--- src/rtl/decade_seq_ctrl_pkg.sv ---
// Shared command codes, controller state encoding and BCD digit width.
package decade_seq_ctrl_pkg;

    localparam int DIGW = 4;

    localparam logic [2:0] CMD_NOP     = 3'd0;
    localparam logic [2:0] CMD_CLEAR   = 3'd1;
    localparam logic [2:0] CMD_PRESET9 = 3'd2;
    localparam logic [2:0] CMD_RUN     = 3'd3;
    localparam logic [2:0] CMD_STOP    = 3'd4;
    localparam logic [2:0] CMD_STEP    = 3'd5;

    typedef enum logic [1:0] {
        ST_IDLE      = 2'd0,
        ST_RUN       = 2'd1,
        ST_STEP_WAIT = 2'd2,
        ST_DONE      = 2'd3
    } state_t;

endpackage

--- src/rtl/decade_seq_ctrl_bcd_digit.sv ---
// One decade stage: registered 0..9 value with clear, preset-9 and ripple carry.
// inc_val is the would-be incremented value so the parent can match before committing.
module bcd_digit
    import decade_seq_ctrl_pkg::*;
(
    input  logic            clk,
    input  logic            rst,
    input  logic            clr,
    input  logic            pre9,
    input  logic            inc_en,
    input  logic            cin,
    output logic [DIGW-1:0] val,
    output logic [DIGW-1:0] inc_val,
    output logic            cout
);

    logic [DIGW-1:0] val_q;
    logic [DIGW-1:0] val_d;

    always_comb begin
        cout    = cin && (val_q == 4'd9);
        inc_val = val_q;
        if (cin) begin
            inc_val = (val_q == 4'd9) ? 4'd0 : val_q + 4'd1;
        end
        val_d = val_q;
        if (clr) begin
            val_d = 4'd0;
        end else if (pre9) begin
            val_d = 4'd9;
        end else if (inc_en) begin
            val_d = inc_val;
        end
    end

    always_ff @(posedge clk) begin
        if (rst) begin
            val_q <= 4'd0;
        end else begin
            val_q <= val_d;
        end
    end

    assign val = val_q;

endmodule

--- src/rtl/decade_seq_ctrl.sv ---
// Cascaded BCD counter with command-driven run/stop/step control and terminal-count detection.
// tc/ovf/count are registered; cmd_ready drops only while a single step waits for its tick.
module decade_seq_ctrl
    import decade_seq_ctrl_pkg::*;
#(
    parameter int NDIG = 4
) (
    input  logic                 clk,
    input  logic                 rst,
    input  logic                 cmd_valid,
    input  logic [2:0]           cmd,
    output logic                 cmd_ready,
    input  logic                 tick,
    input  logic [DIGW*NDIG-1:0] limit,
    output logic [DIGW*NDIG-1:0] count,
    output logic                 busy,
    output logic                 tc,
    output logic                 ovf
);

    state_t state_q, state_d;
    logic   tc_q, tc_d;
    logic   ovf_q, ovf_d;

    logic                 clr, pre9, inc_en;
    logic                 acc, suppress;
    logic [NDIG:0]        carry;
    logic [DIGW*NDIG-1:0] inc_vec;
    logic                 lim_ok, match, wrap;

    assign carry[0] = 1'b1;

    for (genvar g = 0; g < NDIG; g++) begin : g_dig
        bcd_digit u_dig (
            .clk     (clk),
            .rst     (rst),
            .clr     (clr),
            .pre9    (pre9),
            .inc_en  (inc_en),
            .cin     (carry[g]),
            .val     (count[g*DIGW +: DIGW]),
            .inc_val (inc_vec[g*DIGW +: DIGW]),
            .cout    (carry[g+1])
        );
    end

    // A limit with a non-decimal digit can never be reached, so it disables matching.
    always_comb begin
        lim_ok = 1'b1;
        for (int i = 0; i < NDIG; i++) begin
            if (limit[i*DIGW +: DIGW] > 4'd9) begin
                lim_ok = 1'b0;
            end
        end
    end

    assign match = lim_ok && (inc_vec == limit);
    assign wrap  = carry[NDIG];

    always_comb begin
        acc      = cmd_valid && (state_q != ST_STEP_WAIT);
        clr      = acc && (cmd == CMD_CLEAR);
        pre9     = acc && (cmd == CMD_PRESET9);
        suppress = acc && (cmd != CMD_NOP) && (cmd != CMD_STEP) && (cmd != CMD_RUN);
        state_d  = state_q;
        inc_en   = 1'b0;
        tc_d     = 1'b0;
        ovf_d    = 1'b0;
        case (state_q)
            ST_IDLE: begin
                if (acc && cmd == CMD_RUN) begin
                    state_d = ST_RUN;
                end else if (acc && cmd == CMD_STEP) begin
                    state_d = ST_STEP_WAIT;
                end
            end
            ST_RUN: begin
                if (acc && cmd == CMD_STOP) begin
                    state_d = ST_IDLE;
                end else begin
                    inc_en = tick && !suppress;
                end
            end
            ST_DONE: begin
                if (acc && cmd == CMD_RUN) begin
                    state_d = ST_RUN;
                end else if (acc && cmd == CMD_STEP) begin
                    state_d = ST_STEP_WAIT;
                end else if (acc && cmd == CMD_STOP) begin
                    state_d = ST_IDLE;
                end
            end
            ST_STEP_WAIT: begin
                if (tick) begin
                    inc_en  = 1'b1;
                    state_d = ST_IDLE;
                end
            end
            default: state_d = ST_IDLE;
        endcase
        if (clr || pre9) begin
            state_d = ST_IDLE;
        end
        if (inc_en) begin
            tc_d  = match;
            ovf_d = wrap;
            if (match) begin
                state_d = ST_DONE;
            end
        end
    end

    always_ff @(posedge clk) begin
        if (rst) begin
            state_q <= ST_IDLE;
            tc_q    <= 1'b0;
            ovf_q   <= 1'b0;
        end else begin
            state_q <= state_d;
            tc_q    <= tc_d;
            ovf_q   <= ovf_d;
        end
    end

    assign cmd_ready = (state_q != ST_STEP_WAIT);
    assign busy      = (state_q == ST_RUN) || (state_q == ST_STEP_WAIT);
    assign tc        = tc_q;
    assign ovf       = ovf_q;

endmodule

--- config.mk ---
export PLATFORM = sky130hd
export DESIGN_NAME = decade_seq_ctrl
export DESIGN_NICKNAME = d
export VERILOG_FILES = /design/src/rtl/decade_seq_ctrl_pkg.sv /design/src/rtl/decade_seq_ctrl_bcd_digit.sv /design/src/rtl/decade_seq_ctrl.sv
export SDC_FILE = /design/constraint.sdc
export NUM_CORES = 1
export LEC_CHECK = 0
export CAP_MARGIN = 20
export CORE_MARGIN = 2
export CORE_UTILIZATION = 46
export CTS_CLUSTER_SIZE = 28
export DETAILED_ROUTE_END_ITERATION = 10
export PLACE_DENSITY = 0.77
export SYNTH_ARGS = -nofsm -noshare
export SYNTH_HDL_FRONTEND = slang
export SYNTH_SLANG_ARGS = --single-unit
--- constraint.sdc ---
create_clock -name clk -period 2.04 [get_ports clk]
set_input_delay 0.204 -clock clk [delete_from_list [all_inputs] [get_ports clk]]
set_output_delay 0.204 -clock clk [all_outputs]
set_load 0.01 [all_outputs]
Yosys cells after proc, flatten, opt, wreduce, memory -nomap -nowiden
Cells that the tools add are included.
W data, S select, Z words.
Cells by class
  order comparisons: 4
  reductions and logical operators: 23
  bitwise logic cells: 1
  add/subtract/negate cells: 4
  equality and inequality tests: 16
  muxes and demuxes: 32
Operators with widths (count)
  $mux W4: 15
  $mux W2: 9
  $add A4 B1 Y4 const B: 4
  $eq A16 B16 Y1: 1
  $eq A4 B4 Y1 const B: 4
  $gt A4 B4 Y1 const B: 4
  $logic_and A1 B1 Y1: 14
  $pmux W2 S4: 1
  $eq A3 B2 Y1 const B: 2
  $eq A3 B3 Y1 const B: 2
  $mux W1: 6
  $eq A2 B2 Y1 const B: 2
  $reduce_or A2 Y1: 2
  $eq A3 B1 Y1 const B: 1
  $ne A3 B2 Y1 const B: 1
  $ne A3 B3 Y1 const B: 1
  $reduce_bool A3 Y1: 1
  $reduce_or A3 Y1: 1
  $eq A2 B1 Y1 const B: 1
  $logic_not A2 Y1: 1
  $logic_or A1 B1 Y1: 2
  $ne A2 B2 Y1 const B: 1
  $pmux W1 S2: 1
  $reduce_bool A2 Y1: 1
  2 further kinds: 2
Storage, ports and cells
  bits of input ports: 23
  flip-flop bits (word level): 20
  output and inout port bits: 20
  logic and storage cells: 91

Longest topological paths before layout
Gate-level depths: netlist (run 1).
  depth after elaboration: 11
  gate-level depth with buffers: 9
  gate-level depth less buffers: 8

By module
Synthesis (run 1) repeated with hierarchy kept, for this count alone.
Second synthesis, totals
  cells, all modules: 211
  area, all modules: 1741.7 sq um
By module, submodules not included
  bcd_digit: cells an instance 33, sequential area each 80.1 sq um, area each 280.3 sq um, times used 4
  decade_seq_ctrl: cells an instance 79, sequential area each 80.1 sq um, area each 620.6 sq um, times used 1

Least setup slack after synthesis (run 1)
Ideal clock, no wire load.
  kind: flip-flop to flip-flop
  start: reg g_dig[1].u_dig.val_q[0]
  end: reg state_q[0]
  slack: -0.072 ns
  data required time: 1.953 ns
  clock period less this slack: 2.112 ns
  buffers on the path: 1
  setup time: 0.087 ns
  cell stages (with the launch flop): 9
  data arrival time: 2.025 ns
  path through: dfxtp_1 ha_1 and3b_1 buf_4 o211ai_1 a21o_1 a2111oi_4 nand4_2 o31ai_1
Between the ends
  word-level cells in the longest chain between the ends: 8
  elaborated cells between the ends (all ways): 12
  classes of those cells: add/sub: 1; eq/ne: 2; mux: 6; reduce/logical: 3
Ends and longest elaborated chain
  from (decl): line decade_seq_ctrl_bcd_digit.sv:17  | logic [DIGW-1:0] val_q;
  from (signal assigned): line decade_seq_ctrl_bcd_digit.sv:40  | val_q <= val_d;
  branches (longest 4 deep; another with $add A4 B1 Y4)
  $eq A16 B16 Y1 (*): line decade_seq_ctrl.sv:57  | assign match = lim_ok && (inc_vec == limit);
  $logic_and A1 B1 Y1 (*): line decade_seq_ctrl.sv:57
  $mux W2 (*): line decade_seq_ctrl.sv:107  | if (match) begin
  $mux W2 (*): line decade_seq_ctrl.sv:104  | if (inc_en) begin
  to (signal assigned): line decade_seq_ctrl.sv:119  | state_q <= state_d;
  to (decl): line decade_seq_ctrl.sv:21  | state_t state_q, state_d;
Mark *: on every way between the ends.
A chain may end at the register's enable or synchronous reset.

Worst setup path after layout (run 1)
  start: reg g_dig[0].u_dig.val_q[3]
  end: reg state_q[0]
Between the ends
  word-level cells in the longest chain between the ends: 8
  elaborated cells between the ends (all ways): 12
  classes of those cells: add/sub: 1; eq/ne: 2; mux: 6; reduce/logical: 3
Ends and longest elaborated chain (line)
  from (decl): decade_seq_ctrl_bcd_digit.sv:17
  from (signal assigned): decade_seq_ctrl_bcd_digit.sv:40
  branches (longest 4 deep; another with $add A4 B1 Y4)
  $eq A16 B16 Y1 (*): decade_seq_ctrl.sv:57
  $logic_and A1 B1 Y1 (*): decade_seq_ctrl.sv:57
  $mux W2 (*): decade_seq_ctrl.sv:107
  $mux W2 (*): decade_seq_ctrl.sv:104
Marked as above.

==> summary.md, run 1 <==
| Metric | Value |
|---|---|
| Fin Hold WS | 0.5384 ns |
| Commonest cells after routing, fill and taps aside | buf_4 (53), clkdlybuf4s50_1 (42), nand2_1 (21), a21oi_1 (17), dfxtp_1 (15) |
| Fin. Hold Viols | 0 |
| P per Cell Area | 377.7 nW/um^2 |
| Root Driver | clkbuf_8 |
| Final setup fails | 1 |
| DRT Pass-1 Iters | 5 |
| Area growth syn-to-layout | 49.17% |
| Area contributors post-synth | dfxtp_1 (21%), ha_1 (6.4%), a21oi_1 (4.4%), nand2_1 (4.0%), mux2i_1 (3.6%) |
| Layout cells sized above 1 | 28.27% |
| Commonest non-fill, non-tap cell in the layout | buf_4 |
| Startpoint class of the critical path | flop |
| Crit path capture type | flop |
| Final max-slew violation count | 0 |
| Die Span Y | 69.14 microns |
| Clk_skew | 0.001115 ns |
| CORE AREA | 4029 sq um |
| Initial Util | 48.45% |
| Setup WS pre-CTS | -0.1967 ns |
| Failing checks | negative setup slack |
| Hold WC Path Type | flop to flop |
| Post-route ant nets | 0 |
| Arr. time, crit path | 2.23 ns |
| DIE AREA | 4780 sq um |
| Vias per inst | 5.926 |
| Routed vias | 2246 |
| Setup TNS | -0.01098 ns |
| Tot Pwr | 1.100 mW |
| Mean Syn Cell Area | 8.066 sq um |
| Post-layout instance area | 2912 sq um |
| Synthesized cell area | 1952 sq um |
| Ys async rst share | 0% |
| Placed instance area | 2748 sq um |
| EDFF count, synth | 0 |
| Status | complete, but fails checks |
| Post-Layout Cell Count | 379 |
| Mapped Cells | 242 |
| Fin nets | 363 |
| Sink Count | 20 |
| Final wirelength | 6.198 mm |
| Via count of the first global-routing pass | 2059 |
| I/O Buffers | 42 |
| Drt wl/cell | 16.35 microns |
| Max-cap violation count | 0 |
| Crit share post-route | 100.5% |
| Worst EP required | 2.22 ns |
| Syn_nets | 275 |
| Fillers | 311 |
| Largest net degree at the start of global routing | 13 |
| Pleak | 1.173 nW |
| Clock Latency Late Sink | 0.26 ns |
| ANT cells | 0 |
| Crit Path Class | flop to flop |
| Post-synth top area share | 20.51% |
| 1st-iter DRT viols | 156 |
| H-tree Lvls | 1 |
| CTS tree | built |
| Tmin final | 2.051 ns |
| DRC viols | 0 |
| Layout Utilization | 72.27% |
| Post-synthesis sequential area ratio | 20.51% |
| Total grt overflow | 0 |
| Relative slew slack | 65.27% |
| Num CTS Buffers | 3 |
| Placed insts | 372 |
| FF/Latch Area | 406.6 sq um |
| IO Count | 43 |
| Num rows | 23 |
| Critical-path maximum fanout | 8 |
| RSZ-0062 raised after global routing | yes |
| CTS Buffer Depth | 2 |
| GP Congestion | 0.9121 |
| All-Layer GR Usage | 24.60% |
| Max Clock Freq | 487.6 MHz |
| Yosys top cell by area | dfxtp_1 |
| Area of the multi-input gates | 1488 sq um |
| Hpwl dp | 4.528 mm |
| Reg clk slew, reported paths | 0.08 ns |
| DIE WIDTH | 69.14 microns |
| Leading register cell type out of synthesis | dfxtp_1 |
| Synth warn | 0 |
| Final worst slack | -0.01098 ns |
| First-pass GRT wire length | 9.673 mm |
| Synth Register Bits | 20 |
| Synth cell types | 60 |
| CTS Hold Bufs | 0 |
| VDD IR max | 0.2835 mV |
| Initial antenna violation count | 0 |
| Slew of the pin with the lowest slew margin | 0.5178 ns |
==> synth_stat cells, types with 6 or more instances <==
library cell	count
a21oi_1	17
dfxtp_1	20
ha_1	10
inv_1	12
mux2i_1	7
nand2_1	21
nand3_1	13
nor2_1	10
o21ai_0	14
or3_1	6
xnor2_1	6
xor2_1	7
==> final cells by class <==
cell class | count | area share (%)
repair buffers | 96 | 28.79
inverters | 12 | 1.547
multi-input cells | 197 | 51.10
well taps | 50 | 2.149
clock buffers | 3 | 1.418
flip-flops and latches | 20 | 13.97
clock inverters | 1 | 1.031
==> cells by family (layout without fill, tap and decap cells) <==
family	count (synthesis)	after routing	share of synthesized area (%)
adder cells (fa/ha/maj)	10	10	6.410
XOR/XNOR	14	14	6.667
AND/OR/NAND/NOR	97	97	30.32
AO/OA/AOI/OAI	69	69	25.71
buffers and inverters	25	112	6.795
multiplexers	7	7	3.590
flip-flops	20	20	20.51
==> worst max-delay path, stage by stage, from the launching register on <==
cell and delay, ns:
dfxtp_1 0.44, and4bb_4 0.35, o211ai_1 0.14, a21o_1 0.23, a2111oi_4 0.36, nand4_2 0.18
o31ai_2 0.28
==> final timing paths <==
check | start | endpoint | slack, ns | depth (start not counted)
worst max-delay path | g_dig[0].u_dig.val[3]$_SDFFE_PP0P_ | state_q[0]$_SDFF_PP0_ | -0.01 | 6
worst min-delay path | g_dig[2].u_dig.val[3]$_SDFFE_PP0P_ | g_dig[2].u_dig.val[3]$_SDFFE_PP0P_ | 0.54 | 2
worst max register to register | g_dig[0].u_dig.val[3]$_SDFFE_PP0P_ | state_q[0]$_SDFF_PP0_ | -0.01 | 6
worst min register to register | g_dig[2].u_dig.val[3]$_SDFFE_PP0P_ | g_dig[2].u_dig.val[3]$_SDFFE_PP0P_ | 0.54 | 2
==> layer usage <==
layer / GRT usage [%] / wire length [microns] / vias to the layer above
met4: 7.190 / 89 / 0
met3: 3.655 / 259 / 10
met5: 0 / 0 / -
li1: - / - / 1072
met1: 32.17 / 2729 / 1096
met2: 41.77 / 3119 / 68
==> power breakdown <==
| group | total [mW] | switching (mW) | internal, mW |
|---|---|---|---|
| Combinational | 0.275 | 0.124 | 0.151 |
| Clock | 0.409 | 0.147 | 0.262 |
| Sequential | 0.416 | 0.0149 | 0.401 |
| Total | 1.10 | 0.286 | 0.814 |
==> registers in the layout, indices dropped and copies added (netlist names) <==
signal / cells
tc: 1
g_dig.u_dig.val: 16
state_q: 2
ovf: 1
==> timing repair <==
item	in CTS	in global routing
buffers inserted	0	3
pin swaps	2	10
resized for setup	4	12
setup endpoints to repair	3	9
No activity file was read; power rests on OpenSTA's default activity.
==> inputs of run 2 (changes only) <==
--- a/config.mk
+++ b/config.mk
@@ -5,12 +5,13 @@
 export SDC_FILE = /design/constraint.sdc
 export NUM_CORES = 1
 export LEC_CHECK = 0
-export CAP_MARGIN = 20
+export CAP_MARGIN = 30
 export CORE_MARGIN = 2
 export CORE_UTILIZATION = 46
 export CTS_CLUSTER_SIZE = 28
 export DETAILED_ROUTE_END_ITERATION = 10
 export PLACE_DENSITY = 0.77
+export SKIP_LAST_GASP = 1
 export SYNTH_ARGS = -nofsm -noshare
 export SYNTH_HDL_FRONTEND = slang
 export SYNTH_SLANG_ARGS = --single-unit
==> results of run 2 <==
The final DEF is identical to that of run 1; final timing and power are the same.
==> inputs of run 3 (changes only) <==
--- a/config.mk
+++ b/config.mk
@@ -8,6 +8,7 @@
 export CAP_MARGIN = 30
 export CORE_MARGIN = 2
 export CORE_UTILIZATION = 46
+export CTS_CLUSTER_DIAMETER = 30
 export CTS_CLUSTER_SIZE = 28
 export DETAILED_ROUTE_END_ITERATION = 10
 export PLACE_DENSITY = 0.77
==> constraint.sdc (replaced) <==
create_clock -name clk -period 2.04 [get_ports clk]
set_input_delay 0.408 -clock clk [delete_from_list [all_inputs] [get_ports clk]]
set_output_delay 0.408 -clock clk [all_outputs]
set_load 0.05 [all_outputs]
==> run 3 against run 2 <==
The run still ends with negative setup slack left. Die area stayed put. Utilization is 0.96 points higher. Maximum frequency is 4.0% lower. Flip-flop and latch count stayed put. Clock power is 9.5% lower. Cell count is 1.1% lower.
==> summary.md, run 3 (synthesis results as in run 1) <==
| Metric | Value |
|---|---|
| Status | complete, but fails checks |
| Failing checks | negative setup slack |
| Sw Pwr | 325.7 uW |
| ANT cells | 0 |
| Layout Utilization | 73.23% |
| Tot Pwr | 1.081 mW |
| DRT Pass-1 Iters | 4 |
| Num CTS Buffers | 3 |
| Crit Path Class | flop to flop |
| Fin Hold WS | 0.5040 ns |
| Relative slew slack | 66.56% |
| H-tree Lvls | 1 |
| DIE WIDTH | 69.14 microns |
| Max reg flops | 16 |
| Worst EP required | 2.22 ns |
| Largest net degree at the start of global routing | 13 |
| Pleak | 1.189 nW |
| Final wirelength | 6.219 mm |
| Clock power frac | 34.2% |
| Fin. Hold Viols | 0 |
| Sink Count | 20 |
| GP Congestion | 0.9027 |
| Initial antenna violation count | 0 |
| Commonest cells after routing, fill and taps aside | buf_4 (52), clkdlybuf4s50_1 (37), nand2_1 (21), a21oi_1 (17), o21ai_0 (12) |
| Reg clk slew, reported paths | 0.09 ns |
| Commonest non-fill, non-tap cell in the layout | buf_4 |
| Hpwl dp | 4.334 mm |
| Final worst slack | -0.09698 ns |
| First-pass GRT wire length | 9.680 mm |
| Vias per inst | 5.856 |
| Initial Util | 48.45% |
| Clock Latency Late Sink | 0.27 ns |
| Startpoint class of the critical path | flop |
| Drt wl/cell | 16.58 microns |
| CTS Buffer Depth | 2 |
| Max-cap violation count | 0 |
| Layout cells sized above 1 | 33.23% |
| Setup WS pre-CTS | -0.2247 ns |
| Critical-path maximum fanout | 4 |
| Routed vias | 2196 |
| Placed instance area | 2725 sq um |
| Pint | 755.6 uW |
| Arr. time, crit path | 2.32 ns |
| Placed insts | 365 |
| Sw frac | 30.12% |
| Hold WC Path Type | flop to flop |
| DRC viols | 0 |
| Setup TNS | -0.1532 ns |
| VDD IR max | 0.3189 mV |
| 1st-iter DRT viols | 203 |
| Fin nets | 359 |
| Sequential fraction of design power | 38.3% |
| Final setup fails | 2 |
| Final max-slew violation count | 0 |
| DIE AREA | 4780 sq um |
| Post-layout instance area | 2950 sq um |
| I/O Buffers | 42 |
| Area growth syn-to-layout | 51.15% |
| Crit share post-route | 104.8% |
| P per Cell Area | 366.5 nW/um^2 |
| Root Driver | clkbuf_8 |
| Num rows | 23 |
| Logic pwr share | 27.6% |
| Tmin final | 2.137 ns |
| All-Layer GR Usage | 24.58% |
| Die Span Y | 69.14 microns |
| Via count of the first global-routing pass | 2061 |
| RSZ-0062 raised after global routing | yes |
| Crit path capture type | flop |
| Clk_skew | 0.004126 ns |
| IO Count | 43 |
| CTS tree | built |
| CORE AREA | 4029 sq um |
| Post-Layout Cell Count | 375 |
| Total grt overflow | 0 |
| Max Clock Freq | 468.0 MHz |
| Slew of the pin with the lowest slew margin | 0.5000 ns |
| Post-route ant nets | 0 |
run 3: area by class of cell:
type / count / area [sq um]
sequential: 20 / 430.4
timing repair buffer: 92 / 804.5
fill: 316 / 1079
clock buffer: 4 / 66.31
tap: 50 / 62.56
multi-input combinational: 197 / 1536
inverter: 12 / 50.05
run 3: critical path, cell delays in order, from the launching register on:
cell     delay, ns
dfxtp_4       0.36
inv_4         0.04
ha_4          0.16
and3b_2       0.25
buf_4         0.16
nand3_2       0.08
mux2i_1       0.26
xor2_1        0.27
nand4_2       0.18
o31ai_1       0.28
run 3: final timing paths:
| kind | startpoint | to | slack, ns | depth (start not counted) |
|---|---|---|---|---|
| setup / recovery | g_dig[1].u_dig.val[1]$_SDFFE_PP0P_ | state_q[1]$_SDFF_PP0_ | -0.1 | 9 |
| hold reg to reg | g_dig[3].u_dig.val[1]$_SDFFE_PP0P_ | g_dig[3].u_dig.val[1]$_SDFFE_PP0P_ | 0.50 | 2 |
| hold / removal | g_dig[3].u_dig.val[1]$_SDFFE_PP0P_ | g_dig[3].u_dig.val[1]$_SDFFE_PP0P_ | 0.50 | 2 |
| setup reg to reg | g_dig[1].u_dig.val[1]$_SDFFE_PP0P_ | state_q[1]$_SDFF_PP0_ | -0.1 | 9 |
run 3: power groups by stage:
| stage | Combinational (mW) | Clock, mW | Sequential (mW) |
|---|---|---|---|
| finish | 0.298 | 0.370 | 0.414 |
| global route | 0.320 | 0.386 | 0.416 |
| CTS | 0.288 | 0.368 | 0.412 |
| detailed placement | 0.281 | 0 | 0.422 |
| global placement | 0.277 | 0 | 0.420 |
| floorplan | 0.120 | 0 | 0.448 |
run 3: per-layer routing:
layer	vias up	share of wire, %	global-route usage [%]	wire length [microns]
met5	-	0	0	0
met4	0	2.7	7.407	166
met3	17	5.9	4.094	367
met2	80	50	42.20	3091
met1	1040	42	31.37	2593
li1	1059	-	-	-
run 3: repair_timing:
action,in CTS,in global routing
buffers inserted,0,6
endpoints found under the setup margin,3,8
gates resized for setup,8,19
pin swaps,4,13
hold buffers,0,0
